===== config.mk =====
export PLATFORM = sky130hd
export DESIGN_NAME = upc_scanner
export DESIGN_NICKNAME = d
export VERILOG_FILES = /design/src/rtl/upc_scanner.sv
export SDC_FILE = /design/constraint.sdc
export NUM_CORES = 1
export LEC_CHECK = 0
export CAP_MARGIN = 0
export CORE_ASPECT_RATIO = 2
export CORE_MARGIN = 4
export CORE_UTILIZATION = 52
export CTS_CLUSTER_SIZE = 25
export DETAILED_ROUTE_END_ITERATION = 16
export GPL_TIMING_DRIVEN = 1
export PLACE_DENSITY = 0.95
export SLEW_MARGIN = 20
export SYNTH_ARGS = -nofsm -noshare
export SYNTH_HDL_FRONTEND = slang
export SYNTH_SLANG_ARGS = --single-unit

===== constraint.sdc =====
create_clock -name clk -period 3 [get_ports clk]
set_input_delay 0.45 -clock clk [delete_from_list [all_inputs] [get_ports clk]]
set_output_delay 0.45 -clock clk [all_outputs]
set_load 0.02 [all_outputs]

===== src/rtl/upc_scanner.sv =====
// Checkout scanner: accepts a UPC code on a valid/ready handshake, looks up sale/expensive
// masks, raises a latched theft alarm for unmarked expensive items, keeps saturating counters.
module upc_scanner #(
  parameter int                  UPC_W     = 3,
  parameter logic [2**UPC_W-1:0] SALE_MASK = 8'b1110_1100,
  parameter logic [2**UPC_W-1:0] EXP_MASK  = 8'b0011_0001,
  parameter int                  CNT_W     = 8
) (
  input  logic             clk,
  input  logic             reset_n,
  input  logic             scan_valid,
  output logic             scan_ready,
  input  logic [UPC_W-1:0] upc,
  input  logic             mark,
  input  logic             clear_alarm,
  input  logic             clear_counts,
  output logic             result_valid,
  output logic             sale,
  output logic             stolen,
  output logic             alarm,
  output logic [UPC_W-1:0] last_upc,
  output logic [CNT_W-1:0] scan_count,
  output logic [CNT_W-1:0] sale_count,
  output logic [CNT_W-1:0] stolen_count
);

  typedef enum logic [1:0] {ST_IDLE, ST_EVAL, ST_DONE, ST_ALARM} state_t;

  state_t             r_state;
  state_t             w_state_nxt;
  logic               r_mark;
  logic               r_sale;
  logic               r_stolen;
  logic               r_result_valid;
  logic [UPC_W-1:0]   r_last_upc;
  logic [CNT_W-1:0]   r_scan_cnt;
  logic [CNT_W-1:0]   r_sale_cnt;
  logic [CNT_W-1:0]   r_stolen_cnt;
  logic               w_accept;
  logic               w_sale_v;
  logic               w_stolen_v;

  function automatic logic [CNT_W-1:0] f_sat_inc(input logic [CNT_W-1:0] v);
    return (v == {CNT_W{1'b1}}) ? v : v + CNT_W'(1);
  endfunction

  assign w_accept   = scan_valid && (r_state == ST_IDLE);
  assign w_sale_v   = SALE_MASK[r_last_upc];
  assign w_stolen_v = EXP_MASK[r_last_upc] & ~r_mark;

  always_ff @(posedge clk or negedge reset_n) begin
    if (!reset_n) r_state <= ST_IDLE;
    else          r_state <= w_state_nxt;
  end

  always_comb begin
    w_state_nxt = r_state;
    case (r_state)
      ST_IDLE:  if (w_accept) w_state_nxt = ST_EVAL;
      ST_EVAL:  w_state_nxt = ST_DONE;
      ST_DONE:  w_state_nxt = r_stolen ? ST_ALARM : ST_IDLE;
      ST_ALARM: if (clear_alarm) w_state_nxt = ST_IDLE;
      default:  w_state_nxt = ST_IDLE;
    endcase
  end

  // Verdicts and the displayed code persist across IDLE until the next scan overwrites them.
  always_ff @(posedge clk or negedge reset_n) begin
    if (!reset_n) begin
      r_last_upc     <= '0;
      r_mark         <= 1'b0;
      r_sale         <= 1'b0;
      r_stolen       <= 1'b0;
      r_result_valid <= 1'b0;
    end else begin
      r_result_valid <= (r_state == ST_EVAL);
      if (w_accept) begin
        r_last_upc <= upc;
        r_mark     <= mark;
      end
      if (r_state == ST_EVAL) begin
        r_sale   <= w_sale_v;
        r_stolen <= w_stolen_v;
      end
    end
  end

  // A clear on the same edge as an evaluation discards that evaluation's increments.
  always_ff @(posedge clk or negedge reset_n) begin
    if (!reset_n) begin
      r_scan_cnt   <= '0;
      r_sale_cnt   <= '0;
      r_stolen_cnt <= '0;
    end else if (clear_counts) begin
      r_scan_cnt   <= '0;
      r_sale_cnt   <= '0;
      r_stolen_cnt <= '0;
    end else if (r_state == ST_EVAL) begin
      r_scan_cnt <= f_sat_inc(r_scan_cnt);
      if (w_sale_v)   r_sale_cnt   <= f_sat_inc(r_sale_cnt);
      if (w_stolen_v) r_stolen_cnt <= f_sat_inc(r_stolen_cnt);
    end
  end

  assign scan_ready   = (r_state == ST_IDLE);
  assign alarm        = (r_state == ST_ALARM);
  assign result_valid = r_result_valid;
  assign sale         = r_sale;
  assign stolen       = r_stolen;
  assign last_upc     = r_last_upc;
  assign scan_count   = r_scan_cnt;
  assign sale_count   = r_sale_cnt;
  assign stolen_count = r_stolen_cnt;

endmodule


== Word level (Yosys, flattened, before mapping) ==
Memories as Yosys holds them, arrays and structs flattened.
Index checks and enable logic that the tools add are counted.
Word-level totals
  flip-flop bits (word level): 33
  ROM bits: 16
  input port bits: 9
  output and inout bits: 32
  memories: 2
Operators by class
  $add $sub $neg: 3
  magnitude comparators: 1
  eq/ne operators: 11
  muxes and demuxes: 17
  bitwise logic cells: 2
  reductions and logical operators: 9
Memory list
  (name not given): depth 8, bits a word 1, read ports 1, clocked after Yosys merged registers in 0, write ports 0, line 49  | assign w_stolen_v = EXP_MASK[r_last_upc] & ~r_mark;
  (name not given): depth 8, bits a word 1, read ports 1, clocked after Yosys merged registers in 0, write ports 0, line 48  | assign w_sale_v = SALE_MASK[r_last_upc];
Operators with widths (count)
  8-bit 2-to-1 mux: 11
  8-bit by 1-bit adder with 8-bit output, second input constant: 3
  8-bit == test, second input constant: 3
  2-bit != test, second input constant: 4
  2-bit one-hot mux with 4 select lines: 1
  2-bit 2-to-1 mux: 3
  3-bit AND reduction: 2
  2-bit nonzero test: 3
  2-bit == test, second input constant: 2
  3-bit by 4-bit < comparator with 1-bit output, second input constant: 1
  2-bit AND reduction: 2
  2-bit by 1-bit == test with 1-bit output, second input constant: 1
  2-bit zero test: 1
  1-bit 2-to-1 mux: 2
  2-bit by 1-bit != test with 1-bit output, second input constant: 1
  1-bit bitwise AND: 1
  1-bit logical AND: 1
  1-bit inverter: 1

== Logic depth before layout (Yosys ltp) ==
Gate-level depths: netlist of the first run.
  depth in word-level cells: 6
  gate-level depth with buffers: 5

== Worst setup path before layout of the first run ==
Ideal clock, no wire load.
  path kind: register -> register
  start point: register r_scan_cnt[0] (netlist: scan_count[0])
  end point: register r_scan_cnt[7] (netlist: scan_count[7])
  data arrival time: 1.653 ns
  setup slack: 1.269 ns
  cell stages (with the launch flop): 6
  cell sequence: dfrtp_1 -> ha_1 -> nand4_1 -> o21ai_1 -> or4_1 -> a21oi_1
On the way
  longest elaborated chain between the ends: 4
Ends and longest elaborated chain
  start: declaration: line 36  | logic [CNT_W-1:0] r_scan_cnt;
  start signal: assignment: line 99  | r_scan_cnt <= f_sat_inc(r_scan_cnt);
  8-bit by 1-bit adder with 8-bit output: line 44  | return (v == {CNT_W{1'b1}}) ? v : v + CNT_W'(1);
  8-bit 2-to-1 mux: line 44
  8-bit 2-to-1 mux: line 98  | end else if (r_state == ST_EVAL) begin
  8-bit 2-to-1 mux: line 94  | end else if (clear_counts) begin
Parallel ways exist; a longest one is shown, timed or not. The select of a mux whose other input is x is not followed.
A chain may end at the register's enable or synchronous reset.

== Final worst setup path of the first run ==
  start point: register r_state[1]
  end point: output port alarm
On the way
  longest elaborated chain between the ends: 1
Ends and longest elaborated chain
  start: declaration: line 29  | state_t r_state;
  start signal: assignment: line 53  | else r_state <= w_state_nxt;
  2-bit == test: line 106  | assign alarm = (r_state == ST_ALARM);
  end: declaration: line 20  | output logic alarm,
No other way between the ends.

==> summary.txt, run 1 <==
status = completed
area leader, netlist = dfrtp_1
Slew HR = 64.6%
LEAKAGE = 0.000904 uW
Core ar. = 2980 um^2
TritonCTS clock tree = done
Setup crit start = r_state[1]
synthesized instance count = 162
GRT Resource Usage Total = 22.1%
Layout fillers = 211
Post-synth EDFFs = 0
Critical Path RT = 2.55 ns
area share of the largest cell type after synthesis = 50.8%
area of the multi-input gates = 773 um^2
R2R Setup Slk = 1.16 ns
First-pass DRT Iterations = 4
Arr. time, crit path = 1.52 ns
Int Power = 943 uW
Root Buffer = clkbuf_8
#FFs+latches synth = 33
post-DR wirelength/cell = 16.3 um
worst hold stages = 2
Initial DRC Count = 20
r2r worst-path depth = 5
CP Class = reg2out
WL final = 3.87 mm
Max rail drop VDD = 0.549 mV
Fmax achieved = 509 MHz
initial antenna violation count = 0
synthesized area per cell = 10.0 um^2
commonest non-fill, non-tap cell in the layout = clkdlybuf4s50_1
max_cap viols = 0
CTS H-Tree Depth = 2
CTS Buf Count = 5
Rows = 28
area taken by flip-flops and latches = 826 um^2
DIE WIDTH = 47.5 um
Area contributors post-synth = dfrtp_1, a21oi_1, xor2_1
synthesis-to-layout area growth = 32.3%
worst setup margin = 1.03 ns
CP max-delay cell = clkdlybuf4s50_1
# setup viols final = 0
switching part of the total = 35.4%
# DRC = 0
post-layout min period = 1.97 ns
CTS Hold Bufs = 0
register area share after synthesis = 50.8%
clock sink count = 33
CP Capture Type = output port
crit-path cells = and2_1 -> clkdlybuf4s50_1
Sw Pwr = 517 uW
CP endpoint = alarm
post-cts resize count = 0
Die Y-Extent = 87.1 um
sequential share of power = 42.5%
Worst-path clk slew = 0.06 ns
Yosys cell types = 30
fin. max-slew vios = 0
Pwr Density = 679 nW/um^2
setup repair bufs after CTS = 0
Longest Clk Path Bufs = 2
die area = 4140 um^2
Vias/cell = 6.15
first-pass GRT wire length = 6.58 mm
top_reg_cell synth = dfrtp_1
critical path's largest stage delay = 0.60 ns
largest net degree at the start of global routing = 34
Fin. Hold Viols = 0
Post-synth ARST share = 100%
worst r2r dst = scan_count[5]
most frequent cells in the layout = clkdlybuf4s50_1, dfrtp_1, nor2_1
worst min path class = reg2reg
FF-to-FF Start = scan_count[0]
setup_tns = 0 ns
# IOs = 41
worst-margin pin slew = 0.529 ns
Clk pwr share = 23.2%
Antenna Nets Post-Route = 0
GPL Wtd Cong = 0.849
Starting Density = 54.6%
combinational share of power = 34.3%
pre-CTS WS = 1.18 ns
vias in the first global route = 1,474
Antenna Cells = 0
Setup Skew = 0.00413 ns
grt total ovfl = 0
Mapped Area = 1630 um^2
Detail Placement HPWL = 2.74 mm
NumNets Final = 219
synth warn = 0
I/O Buffers = 40
Synthesized Nets = 174
CP Launch Type = register
via count = 1,457
fraction of layout cells with a size suffix above 1 = 6.76%
worst skew pair latency = 0.29 ns
RSZ-0062 raised after global routing = no
final worst path period share = 65.5%
crit path max fanout = 6
[logic make-up (layout without fill, tap and decap cells)]
group | Yosys count | in the layout | synth area share, %
compound gates | 36 | 36 | 13.6
xor+xnor | 7 | 7 | 3.77
fa+ha+maj | 3 | 3 | 2.31
buf+inv | 7 | 52 | 1.62
flops | 33 | 33 | 50.8
mux | 8 | 8 | 5.23
simple gates | 68 | 68 | 22.6
[cell usage after synthesis, types with 2 or more instances]
| library cell | count |
|---|---|
| and2_1 | 4 |
| inv_1 | 2 |
| mux2i_1 | 4 |
| or3_1 | 5 |
| mux2_2 | 4 |
| xor2_1 | 7 |
| nand2_1 | 12 |
| o21ai_0 | 6 |
| nor2_1 | 16 |
| nand3_1 | 6 |
| o31ai_1 | 5 |
| o211ai_1 | 4 |
| or4_1 | 5 |
| clkbuf_1 | 3 |
| and3_1 | 5 |
| a21oi_1 | 14 |
| o2111ai_1 | 2 |
| nor3_1 | 4 |
| nand2b_1 | 4 |
| dfrtp_1 | 33 |
| ha_1 | 3 |
| a21o_1 | 2 |
| nand4_1 | 5 |
[metal layers]
metal	vias to the layer above	share of wire (%)	track usage [%]
li1	681	-	-
met1	723	37	24.4
met2	44	55	36.3
met3	9	5.0	6.21
met4	0	2.6	11.5
met5	-	0	0
[flip-flops by register name (all words and copies together) (netlist names)]
signal,flops
last_upc,3
r_mark,1
r_state,2
result_valid,1
sale,1
sale_count,8
scan_count,8
stolen,1
stolen_count,8
[worst max-delay path, delay by kind of cell, from the launching register on]
family | cells | cell delay, ns
buf+inv | 1 | 0.60
flops | 1 | 0.46
simple gates | 1 | 0.18
[stage by stage]
step	utilization, %	power, uW	hold slack (ns)	area [um^2]	std cells
2_1_floorplan	-	905	0.154	1630	162
3_3_place_gp	69.3	1120	0.484	2060	230
3_5_place_dp	69.3	1130	0.488	2060	230
4_1_cts	72.2	1470	0.512	2150	237
5_1_grt	72.2	1550	0.548	2150	237
6_report	72.2	1460	0.511	2150	237
[worst min path at each step]
| stage | startpoint | to | slack [ns] |
|---|---|---|---|
| 5_1_grt | sale | sale | 0.55 |
| 3_3_place_gp | sale | sale | 0.48 |
| 4_1_cts | sale | sale | 0.51 |
| 2_1_floorplan | reset_n | last_upc[0] | 0.15 |
| 3_5_place_dp | sale | sale | 0.49 |
| 6_report | sale | sale | 0.51 |
[power groups by stage]
stage,registers (uW),clock network (uW),logic [uW]
after floorplan,681,0,224
after global placement,623,0,494
after detailed placement,627,0,504
after CTS,622,346,506
after global routing,637,367,545
final,620,339,501
[layout make-up]
type / instances / area share, %
timing repair buffer: 42 / 19.3
inverter: 3 / 0.524
multi-input combinational: 122 / 36.0
sequential: 33 / 38.4
tap: 30 / 1.75
clock buffer: 7 / 4.02
Note: power is estimated with default switching activity, not from simulation.
==> run 2, diff against run 1 <==
- CORE_UTILIZATION: 52 -> 48
- PLACE_DENSITY: 0.95 -> 0.89
- clock period: 3 -> 2.05 ns (I/O delays scaled with it)
==> run 2 against run 1 <==
Net effect: worst hold slack lost 0.097 ns; largest cell class unchanged; via count down 3.8%; utilization down 5.6 points.
==> summary.txt, run 2 (synthesized netlist as in run 1, its figures left out) <==
Pwr Density = 979 nW/um^2 (+44%)
Antenna Cells = 0 (unchanged)
CP Class = reg2out
initial antenna violation count = 0 (unchanged)
Vias/cell = 5.87 (-4.6%)
TritonCTS clock tree = done
Cell Area, Placed = 2060 um^2 (about the same)
most frequent cells in the layout = clkdlybuf4s50_1, dfrtp_1, nor2_1
Longest Clk Path Bufs = 2 (unchanged)
CP Launch Type = register
worst skew pair latency = 0.29 ns (about the same)
WL final = 3.59 mm (-7.3%)
final worst path period share = 89.6%
fin. max-slew vios = 0 (unchanged)
CTS Buf Count = 5 (unchanged)
final core utilization = 66.6% (-5.6 points)
# IOs = 41 (unchanged)
Initial DRC Count = 40 (+100%)
vias in the first global route = 1,431 (-2.9%)
DIE WIDTH = 49.1 um (+3.4%)
synthesis-to-layout area growth = 32.3% (about the same)
setup_tns = 0 ns (unchanged)
first-pass GRT wire length = 6.27 mm (-4.8%)
commonest non-fill, non-tap cell in the layout = clkdlybuf4s50_1
crit path max fanout = 6 (unchanged)
Setup Skew = 0.00893 ns (+0.00480 ns)
GRT Resource Usage Total = 18.0% (-4.0 points)
Arr. time, crit path = 1.53 ns (about the same)
Core ar. = 3230 um^2 (+8.4%)
CTS H-Tree Depth = 2 (unchanged)
worst min path class = in2async
CTS Hold Bufs = 0 (unchanged)
Rows = 29 (+3.6%)
First-pass DRT Iterations = 4 (unchanged)
grt total ovfl = 0 (unchanged)
Worst-path clk slew = 0.07 ns (about the same)
RSZ-0062 raised after global routing = no
Starting Density = 50.3% (-4.3 points)
# setup viols final = 0 (unchanged)
LEAKAGE = 0.000904 uW (about the same)
status = completed
Fin. Hold Viols = 0 (unchanged)
Max rail drop VDD = 0.982 mV (+79%)
Slew HR = 66.5% (+1.9 points)
fraction of layout cells with a size suffix above 1 = 7.69% (+0.93 points)
Fmax achieved = 545 MHz
via count = 1,402 (-3.8%)
Die Y-Extent = 90.3 um (+3.7%)
Critical Path RT = 1.74 ns (-0.81 ns)
max_cap viols = 0 (unchanged)
GPL Wtd Cong = 0.888 (+4.6%)
die area = 4440 um^2 (+7.2%)
Root Buffer = clkbuf_8
Final Cell Area = 2150 um^2 (about the same)
R2R Setup Slk = 0.27 ns (-0.89 ns)
NumNets Final = 219 (unchanged)
Detail Placement HPWL = 2.64 mm (-3.6%)
Antenna Nets Post-Route = 0 (unchanged)
I/O Buffers = 40 (unchanged)
post-DR wirelength/cell = 15.0 um (-8.1%)
largest net degree at the start of global routing = 34 (unchanged)
CP Capture Type = output port
Layout fillers = 264 (+25%)
# DRC = 0 (unchanged)
clock sink count = 33 (unchanged)
setup repair bufs after CTS = 0 (unchanged)
post-cts resize count = 0 (unchanged)
post-layout min period = 1.84 ns
worst-margin pin slew = 0.501 ns (-0.0284 ns)
==> run 2: path summary, 6_finish.rpt <==
| path | startpoint | cells past startpoint | endpoint |
|---|---|---|---|
| worst max-delay path | r_state[1] | 2 | alarm |
| worst min-delay path | reset_n | 2 | stolen_count[3] |
| worst max register to register | r_state[1] | 5 | scan_count[7] |
| worst min register to register | sale | 2 | sale |
| max in group asynchronous | reset_n | 2 | sale_count[3] |
| min in group clk | sale | 2 | sale |
==> run 2: area by class of cell <==
class / instances / area [um^2] / share of cell area, %
Sequential cell: 33 / 826 / 38.4
Timing Repair Buffer: 42 / 415 / 19.3
Tap cell: 31 / 38.8 / 1.80
Inverter: 3 / 11.3 / 0.524
Clock buffer: 5 / 68.8 / 3.20
Multi-Input combinational cell: 122 / 773 / 36.0
Clock inverter: 3 / 17.5 / 0.814
==> run 2: per-stage QoR <==
stage               hold slack [ns]  setup WS [ns]  power, uW  instances
detailed placement            0.489          0.291       1640        231
finish                        0.414          0.214       2100        239
global placement              0.480          0.350       1630        231
floorplan                    0.0119          0.319       1320        162
global route                  0.441          0.107       2240        239
CTS                           0.422          0.208       2130        239
==> run 2: layer usage <==
metal	global-route usage [%]	vias up	part of all wire [%]
met4	8.79	0	1.6
met1	19.1	672	39
met5	0	-	0
met2	31.4	41	55
li1	-	685	-
met3	5.29	4	4.8
==> run 2: power by group <==
group / total, uW / switching [uW] / internal [uW]
logic: 724 / 378 / 347
registers: 902 / 135 / 767
clock network: 479 / 245 / 234
==> run 2: worst max-delay path, stage by stage (launching register included) <==
cell and delay [ns]:
dfrtp_1 0.46, and2_1 0.18, clkdlybuf4s50_1 0.60
==> run 3, diff against run 2 <==
- ABC_CLOCK_PERIOD_IN_PS: unset -> 2050
==> results of run 3 <==
Final layout, timing and power as in run 2 (identical DEF).
